File: src/rtl/pill_line_feeder.sv
// pill_line_feeder: pill dispenser and bottle conveyor sequencer.
//
// Automatic pills are dispensed every PILL_PERIOD cycles while feeding. Each
// bottle request moves the conveyor for MOVE_TIME running cycles, and faults
// if the move takes MOVE_TIMEOUT cycles in total.
//
// Optional feature: define HOPPER_MANUAL_EN to enable the manual pill button
// (hopper_add). Without it, hopper_add is ignored and the edge/deferral logic
// is not built.
//
// Ports:
//   clk_1khz       in   sole clock, rising edge
//   switch_clr     in   synchronous active-high reset
//   run            in   controller is filling; enables automatic feeding
//   hopper_stop    in   hopper empty; holds the pill timer
//   hopper_add     in   manual pill button (level, unsynchronised)
//   conveyor_stop  in   conveyor halted; freezes bottle movement
//   bottle_req     in   request for the next bottle
//   pill_pulse     out  one-cycle pulse per dispensed pill
//   pill_count     out  pills in the current bottle, saturating at 999
//   bottle_ready   out  one-cycle pulse when the next bottle is in position
//   conveyor_busy  out  high while moving a bottle
//   fault          out  high while faulted (cleared only by switch_clr)
module pill_line_feeder #(
    parameter int unsigned PILL_PERIOD  = 1000,
    parameter int unsigned MOVE_TIME    = 2000,
    parameter int unsigned MOVE_TIMEOUT = 4000
) (
    input  logic       clk_1khz,
    input  logic       switch_clr,
    input  logic       run,
    input  logic       hopper_stop,
    input  logic       hopper_add,
    input  logic       conveyor_stop,
    input  logic       bottle_req,
    output logic       pill_pulse,
    output logic [9:0] pill_count,
    output logic       bottle_ready,
    output logic       conveyor_busy,
    output logic       fault
);

    localparam int unsigned PillW = (PILL_PERIOD > 1) ? $clog2(PILL_PERIOD) : 1;
    localparam int unsigned MoveW = (MOVE_TIME > 1) ? $clog2(MOVE_TIME) : 1;
    localparam int unsigned TmoW  = (MOVE_TIMEOUT > 1) ? $clog2(MOVE_TIMEOUT) : 1;

    localparam logic [PillW-1:0] PillLast = PillW'(PILL_PERIOD - 1);
    localparam logic [MoveW-1:0] MoveLoad = MoveW'(MOVE_TIME - 1);
    localparam logic [TmoW-1:0]  TmoLast  = TmoW'(MOVE_TIMEOUT - 1);
    localparam logic [9:0]       CountMax = 10'd999;

    typedef enum logic [1:0] {StIdle, StFeed, StMove, StFault} state_e;

    state_e             state_q, state_d;
    logic [PillW-1:0]   pill_timer_q, pill_timer_d;
    logic [MoveW-1:0]   move_cnt_q, move_cnt_d;
    logic [TmoW-1:0]    tmo_cnt_q, tmo_cnt_d;
    logic               pill_pulse_q, pill_pulse_d;
    logic [9:0]         pill_count_q, pill_count_d;
    logic               bottle_ready_q, bottle_ready_d;

    logic can_take;     // states that accept bottle requests and manual pills
    logic auto_fire;
    logic manual_fire;
    logic defer_fire;
    logic bottle_go;
    logic move_done;
    logic move_tmo;

    assign can_take  = (state_q == StIdle) || (state_q == StFeed);
    assign auto_fire = (state_q == StFeed) && !hopper_stop && (pill_timer_q == PillLast);
    assign bottle_go = can_take && bottle_req;
    assign move_done = (state_q == StMove) && (move_cnt_q == '0) && !conveyor_stop;
    assign move_tmo  = (state_q == StMove) && (tmo_cnt_q == TmoLast);

`ifdef HOPPER_MANUAL_EN
    logic add_prev_q;
    logic defer_q, defer_d;
    logic add_edge;

    assign add_edge    = hopper_add && !add_prev_q && can_take;
    // A manual pill landing on an automatic pill slips one cycle.
    assign manual_fire = add_edge && !auto_fire;
    assign defer_d     = add_edge && auto_fire;
    assign defer_fire  = defer_q;

    always_ff @(posedge clk_1khz) begin
        if (switch_clr) begin
            add_prev_q <= 1'b0;
            defer_q    <= 1'b0;
        end else begin
            add_prev_q <= hopper_add;
            defer_q    <= defer_d;
        end
    end
`else
    logic unused_hopper_add;

    assign unused_hopper_add = hopper_add;
    assign manual_fire       = 1'b0;
    assign defer_fire        = 1'b0;
`endif

    // State register
    always_ff @(posedge clk_1khz) begin
        if (switch_clr) begin
            state_q <= StIdle;
        end else begin
            state_q <= state_d;
        end
    end

    // Next-state logic
    always_comb begin
        state_d = state_q;
        case (state_q)
            StIdle: begin
                if (bottle_req) begin
                    state_d = StMove;
                end else if (run) begin
                    state_d = StFeed;
                end
            end
            StFeed: begin
                if (bottle_req) begin
                    state_d = StMove;
                end else if (!run) begin
                    state_d = StIdle;
                end
            end
            StMove: begin
                // Completion wins over a simultaneous timeout.
                if (move_done) begin
                    state_d = run ? StFeed : StIdle;
                end else if (move_tmo) begin
                    state_d = StFault;
                end
            end
            StFault: state_d = StFault;
            default: state_d = StIdle;
        endcase
    end

    // Datapath next-state
    always_comb begin
        pill_pulse_d   = auto_fire || manual_fire || defer_fire;
        bottle_ready_d = move_done;

        // Timer runs only while staying in FEED; any exit clears it.
        pill_timer_d = '0;
        if ((state_q == StFeed) && (state_d == StFeed)) begin
            if (hopper_stop) begin
                pill_timer_d = pill_timer_q;
            end else if (pill_timer_q == PillLast) begin
                pill_timer_d = '0;
            end else begin
                pill_timer_d = pill_timer_q + 1'b1;
            end
        end

        pill_count_d = pill_count_q;
        if (bottle_go) begin
            pill_count_d = '0;
        end else if (pill_pulse_d && (pill_count_q != CountMax)) begin
            pill_count_d = pill_count_q + 1'b1;
        end

        move_cnt_d = move_cnt_q;
        tmo_cnt_d  = tmo_cnt_q;
        if (bottle_go) begin
            move_cnt_d = MoveLoad;
            tmo_cnt_d  = '0;
        end else if (state_q == StMove) begin
            if (!conveyor_stop && (move_cnt_q != '0)) begin
                move_cnt_d = move_cnt_q - 1'b1;
            end
            if (tmo_cnt_q != TmoLast) begin
                tmo_cnt_d = tmo_cnt_q + 1'b1;
            end
        end
    end

    // Datapath registers
    always_ff @(posedge clk_1khz) begin
        if (switch_clr) begin
            pill_timer_q   <= '0;
            move_cnt_q     <= '0;
            tmo_cnt_q      <= '0;
            pill_pulse_q   <= 1'b0;
            pill_count_q   <= '0;
            bottle_ready_q <= 1'b0;
        end else begin
            pill_timer_q   <= pill_timer_d;
            move_cnt_q     <= move_cnt_d;
            tmo_cnt_q      <= tmo_cnt_d;
            pill_pulse_q   <= pill_pulse_d;
            pill_count_q   <= pill_count_d;
            bottle_ready_q <= bottle_ready_d;
        end
    end

    // Outputs
    always_comb begin
        pill_pulse    = pill_pulse_q;
        pill_count    = pill_count_q;
        bottle_ready  = bottle_ready_q;
        conveyor_busy = (state_q == StMove);
        fault         = (state_q == StFault);
    end

endmodule

File: config.mk
export PLATFORM = sky130hd
export DESIGN_NAME = pill_line_feeder
export DESIGN_NICKNAME = d
export VERILOG_FILES = /design/src/rtl/pill_line_feeder.sv
export SDC_FILE = /design/constraint.sdc
export NUM_CORES = 1
export LEC_CHECK = 0
export ABC_CLOCK_PERIOD_IN_PS = 2520
export CORE_ASPECT_RATIO = 0.8
export CORE_MARGIN = 5
export CORE_UTILIZATION = 45
export DETAILED_ROUTE_END_ITERATION = 7
export GPL_TIMING_DRIVEN = 0
export PLACE_DENSITY = 0.63
export SYNTH_ARGS = -nofsm -noshare
export SYNTH_HDL_FRONTEND = slang
export SYNTH_SLANG_ARGS = --single-unit
File: constraint.sdc
create_clock -name clk_1khz -period 2.52 [get_ports clk_1khz]
set_input_delay 0.504 -clock clk_1khz [delete_from_list [all_inputs] [get_ports clk_1khz]]
set_output_delay 0.504 -clock clk_1khz [all_outputs]
set_load 0.005 [all_outputs]
Word level (Yosys, flattened, before mapping)
Index checks and enable logic that the tools add are counted.
- $add $sub $neg: 4
- eq/ne operators: 8
- mux-type cells: 12
- bitwise gates (word level): 1
- reduce and logical (&&, ||, !) cells: 22
- operators with widths (cell ; count):
    two-way mux 11 bit ; 3
    adder 10 x 1 -> 10 bit (second input constant) ; 2
    adder 12 x 1 -> 12 bit (second input constant) ; 1
    equality test 12 bit (second input constant) ; 1
    two-way mux 2 bit ; 6
    != test 12 bit (second input constant) ; 1
    logical NOT 11 bit ; 1
    nonzero test 11 bit ; 1
    subtractor 11 x 1 -> 11 bit (second input constant) ; 1
    equality test 10 bit (second input constant) ; 1
    two-way mux 10 bit ; 1
    != test 10 bit (second input constant) ; 1
    logical AND 1 bit ; 9
    one-hot mux 2 bit (4 select lines) ; 1
    AND reduction 2 bit ; 3
    equality test 2 x 1 -> 1 bit (second input constant) ; 2
    equality test 2 bit (second input constant) ; 2
    nonzero test 2 bit ; 2
    OR reduction 2 bit ; 2
    logical NOT 1 bit ; 2
    logical NOT 2 bit ; 1
    logical OR 1 bit ; 1
    two-way mux 1 bit ; 1
    inverter 1 bit ; 1
- register bits: 47
- bits of input ports: 7
- output and inout port bits: 14
- word-level logic and storage cells: 55

Longest topological paths before layout
Gate-level depths: netlist of run 1.
- depth in word-level cells: 9
- gate-level depth with buffers: 7

Worst setup path after synthesis of run 1
OpenSTA, ideal clock, no wires.
- path kind: in2reg
- from: in hopper_stop
- to: reg pill_count_q[9] (netlist: pill_count[9])
- library setup time: 0.070 ns
- arrival: 1.945 ns
- required time: 2.450 ns
- setup slack: 0.504 ns
- stages: 5
- path buffers: 1
- cell sequence: nand4b_1 or4_1 buf_2 or4_1 a21oi_1
- longest elaborated chain between the ends: 4
- ends and longest elaborated chain (element ; RTL line ; source):
    from (decl) ; 32 ; input logic hopper_stop,
    logical NOT 1 bit ; 71 ; assign auto_fire = (state_q == StFeed) && !hopper_stop && (pill_timer_q == PillLast);
    logical AND 1 bit (2 in series) ; 71 ;
    logical AND 1 bit ; 164 ; end else if (pill_pulse_d && (pill_count_q != CountMax)) begin
    to (signal assigned) ; 197 ; pill_count_q <= pill_count_d;
    to (decl) ; 59 ; logic [9:0] pill_count_q, pill_count_d;
No other way between the ends.
A chain may end at the register's enable or synchronous reset.

Final worst setup path of run 1
- from: reg state_q[1]
- to: out conveyor_busy
- longest elaborated chain between the ends: 1
- ends and longest elaborated chain (element ; RTL line ; source):
    from (decl) ; 54 ; state_e state_q, state_d;
    from (signal assigned) ; 107 ; state_q <= StIdle;
    from (signal assigned) ; 109 ; state_q <= state_d;
    equality test 2 bit ; 207 ; conveyor_busy = (state_q == StMove);
    to (decl) ; 39 ; output logic conveyor_busy,
No other way between the ends.

==> metrics.cfg, run 1 <==
[clock_tree]
cts_htree_levels = 2
cts_tree = done
holdBufCountCts = 0
post_cts_buffers = 0
root_buffer = clkbuf_8
clk_pin_slew_ps = 90
cts_resized = 0
clkLatencyLatePin_ps = 300
clockBufferDepth = 2
cts.sinks = 47
numCtsBuffers = 5

[timing]
finalMaxSlewViolations = 0
max_freq_mhz = 442.1
tns_ps = 0
clock_skew_ps = 6.145
worst_slew_pin_slew_ps = 684.7
setup_viol = 0
maxSlewHeadroom_pct = 54.00
layout_setup_ws_ps = 258.0
grt_setup_unrepaired = no
hold_viol_final = 0
finalCriticalPeriod_ps = 2262
fin_crit_sh_pct = 89.76
holdWs_ps = 490.7

[logic_synthesis]
seq_area_frac_synth_pct = 41.59
synthArstFlopShare_pct = 0
syn_avg_cell_area_um2 = 8.701
synth_warnings = 0
synth-edff-count = 0
synth_top_flop_cell = dfxtp_1
synthCells = 260
synth.distinct_cells = 44
synth.cell_area_mm2 = 0.002262
ys_seq_elements = 47
synth_nets = 271

[power]
p_leak_uw = 0.0008066
power_density_mw_per_mm2 = 523.6
max-vdd-ir-drop_mv = 0.3013

[layout]
syn_to_final_growth_pct = 15.71
nets = 297
antenna_cells = 0
postLayoutCellArea_mm2 = 0.002618
nFillCells = 507
final_layout_size_suffix_gt1_share_pct = 5.575

[grt]
antenna_found_initial = 0
grt_max_degree = 15
grt_pass1_wl_um = 8535
grt.overflow.total = 0
grt_pass1_vias = 1848
grt_usage_pct = 16.31

[drt]
totalWireLength_um = 4906
wl_per_cell_um = 14.06
drc = 0
final_antenna_net_count = 0
vias_per_cell = 5.702
drt-initial-drc-count = 90
via_count = 1990
firstDrtPassIters = 4

[die]
fp.dieW_um = 89.27
dieArea_mm2 = 0.006554
rows = 23
initial_core_util_pct = 45.70
io_pins = 21
core_area_mm2 = 0.004950
die_h_um = 73.42

[hold_path]
min_from = move_cnt_q[5]$_SDFFE_PP0P_
hp-class = reg2reg

[worst_setup_path]
path_cells = clkbuf_2 > nor2b_1 > clkbuf_1 > clkdlybuf4s50_1
r2r_end = move_cnt_q[7]$_SDFFE_PP0P_
rr_worst_depth = 6
cp_max_fo = 10
crit_end = conveyor_busy
cp-end-kind = output pin
slowest_stage = clkdlybuf4s50_1
r2r_setup_slack_ps = 340
crit_buf_inv = 3
startpoint_type = flop
arrival_ps = 1760
worstSetupPathDepth = 4
r2r_start = state_q[1]$_SDFF_PP0_
timing.critical_path.from = state_q[1]$_SDFF_PP0_
crit_family = buffers and inverters
cpPeakStageDelay_ps = 550
crit_type = reg2out
required_ps = 2020

[placement]
gp_congestion = 0.8749
placed_area_mm2 = 0.002530
io_buffer_count = 19
dp_hpwl_um = 3535
place_ws_ps = -237.8

[run]
drv_cap = 0

[status]
status = completed

worst min-delay path by stage:
stage / end / cells past startpoint
final: move_cnt_q[5]$_SDFFE_PP0P_ / 2
after global routing: move_cnt_q[5]$_SDFFE_PP0P_ / 2
after CTS: move_cnt_q[5]$_SDFFE_PP0P_ / 2
after detailed placement: move_cnt_q[5]$_SDFFE_PP0P_ / 2
after global placement: move_cnt_q[5]$_SDFFE_PP0P_ / 2
after floorplan: move_cnt_q[5]$_SDFFE_PP0P_ / 2
final cells by class:
type	count	area (um^2)	share of cell area, %
repair buffers	19	192.7	7.361
multi-input cells	197	1259	48.09
clock buffers	5	68.82	2.629
flip-flops and latches	47	940.9	35.95
inverters	7	26.28	1.004
well taps	62	77.57	2.964
clock inverters	3	15.01	0.5736
plain buffers	9	37.54	1.434
synthesized netlist by cell type, drive strengths merged (5+ instances only):
library cell / number / area (um^2)
nand4: 5 / 31.28
o31ai: 10 / 75.07
a21oi: 13 / 65.06
or3: 5 / 31.28
nand2: 11 / 41.29
or4: 16 / 120.1
a211oi: 6 / 45.04
nor2: 28 / 105.1
nor3: 13 / 65.06
dfxtp: 47 / 940.9
xnor2: 11 / 96.34
o21ai: 8 / 40.04
xor2: 5 / 43.79
inv: 7 / 26.28
nor4: 8 / 50.05
clkbuf: 8 / 31.28
nand3: 10 / 50.05
report_power, final:
group	switching [uW]	total [uW]	internal (uW)	leakage (uW)
Sequential	21.9	783	761	0.000382
Clock	261	451	191	0.0000477
Combinational	79.4	136	56.6	0.000377
Total	362	1370	1010	0.000807
sequential cells by signal, indices dropped and copies added, names as in the netlist:
name          count
pill_timer_q     10
state_q           2
bottle_ready      1
tmo_cnt_q        12
pill_pulse        1
pill_count       10
move_cnt_q       11
logic make-up after synthesis:
logic type                 Yosys count  share of synthesized area, %
AOI/OAI and AO/OA                   52                         15.38
adders and majority gates            4                         2.212
buffers and inverters               16                         2.765
muxes                                2                        0.8850
xor gates and xnor gates            16                         6.194
and+or+nand+nor                    123                         30.97
DFF                                 47                         41.59
worst reg2reg max path: stages (launching register included):
cell	delay, ps
dfxtp_1	330
clkbuf_2	210
or3b_2	470
clkbuf_1	230
or4_1	540
o21a_1	180
nor3_1	150
placed cells by master, fill, tap and decap left out, types with 2 or more instances in the layout:
| master | instances |
|---|---|
| a211oi_1 | 6 |
| a21oi_1 | 13 |
| a311oi_1 | 3 |
| a31oi_1 | 2 |
| and3_1 | 2 |
| and4_1 | 2 |
| clkbuf_1 | 6 |
| clkbuf_2 | 2 |
| clkbuf_8 | 5 |
| clkdlybuf4s50_1 | 18 |
| clkinv_2 | 3 |
| dfxtp_1 | 47 |
| ha_1 | 4 |
| inv_1 | 7 |
| mux2i_1 | 2 |
| nand2_1 | 11 |
| nand2b_1 | 4 |
| nand3_1 | 10 |
| nand3b_1 | 2 |
| nand4_1 | 5 |
| nand4b_1 | 4 |
| nor2_1 | 28 |
| nor2b_1 | 3 |
| nor3_1 | 13 |
| nor4_1 | 8 |
| o211ai_1 | 3 |
| o21ai_0 | 8 |
| o31a_1 | 2 |
| o31ai_1 | 10 |
| or2_2 | 2 |
| or3_1 | 5 |
| or3b_2 | 2 |
| or4_1 | 16 |
| xnor2_1 | 11 |
| xor2_1 | 5 |
metrics by stage:
stage	cells	power, uW	util, %
after floorplan	260	890.1	-
after global placement	341	934.1	51.11
after detailed placement	341	935.3	51.11
after CTS	349	1379	52.81
after global routing	349	1432	52.88
final	349	1370	52.88
layer usage:
layer  routed length, um  GRT usage (%)
met1                2605          22.60
met4                  42          3.967
met5                   0              0
met3                 176          3.812
met2                2081          25.67
No activity file was read; power rests on OpenSTA's default activity.
==> run 2: changes to the inputs <==
--- a/config.mk
+++ b/config.mk
@@ -8,10 +8,10 @@
 export ABC_CLOCK_PERIOD_IN_PS = 2520
 export CORE_ASPECT_RATIO = 0.8
 export CORE_MARGIN = 5
-export CORE_UTILIZATION = 45
+export CORE_UTILIZATION = 41
 export DETAILED_ROUTE_END_ITERATION = 7
 export GPL_TIMING_DRIVEN = 0
-export PLACE_DENSITY = 0.63
+export PLACE_DENSITY = 0.58
 export SYNTH_ARGS = -nofsm -noshare
 export SYNTH_HDL_FRONTEND = slang
 export SYNTH_SLANG_ARGS = --single-unit
==> metrics.cfg, run 2 (synthesized netlist as in run 1, its figures left out) <==
[worst_setup_path]
r2r_start = state_q[1]$_SDFF_PP0_
timing.critical_path.from = hopper_stop
required_ps = 2750  ; +730 ps
r2r_setup_slack_ps = 340  ; about the same
cp_max_fo = 9  ; -1
cp-end-kind = flop
startpoint_type = input pin
r2r_end = move_cnt_q[7]$_SDFFE_PP0P_
rr_worst_depth = 6  ; unchanged
arrival_ps = 2620  ; +860 ps
crit_end = pill_count[9]$_SDFFE_PP0P_
crit_type = in2reg

[clock_tree]
root_buffer = clkbuf_8
holdBufCountCts = 0  ; unchanged
cts.sinks = 47  ; unchanged
numCtsBuffers = 5  ; unchanged
cts_tree = done
post_cts_buffers = 0  ; unchanged
clk_pin_slew_ps = 90  ; about the same
cts_resized = 0  ; unchanged
clkLatencyLatePin_ps = 290  ; about the same
cts_htree_levels = 2  ; unchanged
clockBufferDepth = 2  ; unchanged

[timing]
worst_slew_pin_slew_ps = 662.4  ; -22.28 ps
finalCriticalPeriod_ps = 2396  ; +133.9 ps
clock_skew_ps = 4.618  ; -1.527 ps
finalMaxSlewViolations = 0  ; unchanged
setup_viol = 0  ; unchanged
holdWs_ps = 488.9  ; -1.805 ps
fin_crit_sh_pct = 95.07  ; +5.3 points
hold_viol_final = 0  ; unchanged
layout_setup_ws_ps = 124.2  ; -133.9 ps
grt_setup_unrepaired = no
tns_ps = 0  ; unchanged
maxSlewHeadroom_pct = 55.46  ; +1.5 points
max_freq_mhz = 417.4  ; -5.6%

[run]
drv_cap = 0  ; unchanged

[grt]
grt_max_degree = 14  ; -1
grt_usage_pct = 14.32  ; -2.0 points
grt_pass1_wl_um = 8431  ; -1.2%
grt.overflow.total = 0  ; unchanged
grt_pass1_vias = 1740  ; -5.8%
antenna_found_initial = 0  ; unchanged

[layout]
top_register = tmo_cnt_q
nets = 297  ; unchanged
final_common_cell = dfxtp_1
antenna_cells = 0  ; unchanged
final_layout_size_suffix_gt1_share_pct = 5.575  ; unchanged
reg_top3 = tmo_cnt_q: 12 flops, move_cnt_q: 11 flops
syn_to_final_growth_pct = 16.70
final_cell_mix = 47 x dfxtp_1, 28 x nor2_1, 19 x clkdlybuf4s50_1
largest_reg_flops = 12  ; unchanged
nFillCells = 517  ; +2.0%

[drt]
wl_per_cell_um = 14.12  ; +0.44%
drc = 0  ; unchanged
via_count = 1960  ; -1.5%
vias_per_cell = 5.568  ; -2.3%
firstDrtPassIters = 4  ; unchanged
drt-initial-drc-count = 59  ; -34%
final_antenna_net_count = 0  ; unchanged
totalWireLength_um = 4970  ; +1.3%

[die]
io_pins = 21  ; unchanged
fp.dieW_um = 93.05  ; +4.2%
initial_core_util_pct = 41.85  ; -3.9 points
dieArea_mm2 = 0.007112  ; +8.5%
rows = 24  ; +4.3%
die_h_um = 76.44  ; +4.1%
core_area_mm2 = 0.005405  ; +9.2%

[power]
comb_power_share_pct = 9.7  ; -0.2 points
swShare_pct = 24.79  ; -1.6 points
p_clk_share_pct = 35.3  ; +2.4 points
max-vdd-ir-drop_mv = 0.2780  ; -7.7%
p_switching_uw = 352.4  ; -2.6%
p_leak_uw = 0.0008018  ; -0.60%
power_density_mw_per_mm2 = 538.4  ; +2.8%
p_int_uw = 1069  ; +6.0%
seq_power_share_pct = 55.1  ; -2.1 points

[placement]
dp_hpwl_um = 3492  ; -1.2%
gp_congestion = 0.8302  ; -5.1%
io_buffer_count = 19  ; unchanged
place_ws_ps = -244.7  ; -6.929 ps

[status]
status = completed

[hold_path]
hp-class = reg2reg

[run 2: changes by cell type in the layout (fill, tap and decap cells not counted)]
cell             before  now
dlymetal6s2s_1        1    0
clkdlybuf4s50_1      18   19
o31ai_2               0    1
clkbuf_1              6    7
clkbuf_8              5    7
clkinv_2              3    0
o31ai_1              10    9
[run 2: critical path, cell delays in order]
cell             delay (ps)
clkdlybuf4s50_1         500
nand4b_1                270
or4_1                   510
buf_2                   180
or4_1                   500
a21oi_1                 150
[run 2: power by group through the flow]
stage	combinational, uW	clock [uW]	sequential (uW)
finish	137	501	783
global route	157	554	787
CTS	137	522	783
detailed placement	137	0	800
global placement	136	0	800
floorplan	95.7	0	794
[run 2: stage by stage]
step	instances	utilization (%)	instance area (um^2)	power [uW]
after floorplan	260	-	2262	890.1
after global placement	344	46.88	2534	935.8
after detailed placement	344	46.88	2534	936.8
after CTS	352	48.73	2634	1442
after global routing	352	48.84	2640	1498
final	352	48.84	2640	1421
[run 2: how the worst min path moves through the flow]
stage                                    start                         end  slack [ps]  cells past startpoint
finish              move_cnt_q[5]$_SDFFE_PP0P_  move_cnt_q[5]$_SDFFE_PP0P_         490                      2
global route        move_cnt_q[5]$_SDFFE_PP0P_  move_cnt_q[5]$_SDFFE_PP0P_         520                      2
CTS                 move_cnt_q[5]$_SDFFE_PP0P_  move_cnt_q[5]$_SDFFE_PP0P_         490                      2
detailed placement  move_cnt_q[5]$_SDFFE_PP0P_  move_cnt_q[5]$_SDFFE_PP0P_         480                      2
global placement    move_cnt_q[5]$_SDFFE_PP0P_  move_cnt_q[5]$_SDFFE_PP0P_         470                      2
floorplan           move_cnt_q[5]$_SDFFE_PP0P_  move_cnt_q[5]$_SDFFE_PP0P_         450                      2
[run 2: area by class of cell]
class	count	area, um^2	area share, %
buffer	9	37.54	1.422
clock buffer	8	100.1	3.791
inverter	7	26.28	0.9953
multi-input combinational	197	1264	47.87
sequential	47	940.9	35.64
tap	65	81.33	3.081
timing repair buffer	19	190.2	7.204
[run 2: per-layer routing]
metal  vias up  part of all wire, %  routed length, um  global-route usage, %
met5         -                    0                  0                      0
met2        31                   40               1995                  19.77
met3         2                  3.6                178                  3.455
met4         0                 0.50                 25                  3.953
met1       892                   56               2771                  21.78
li1       1035                    -                  -                      -
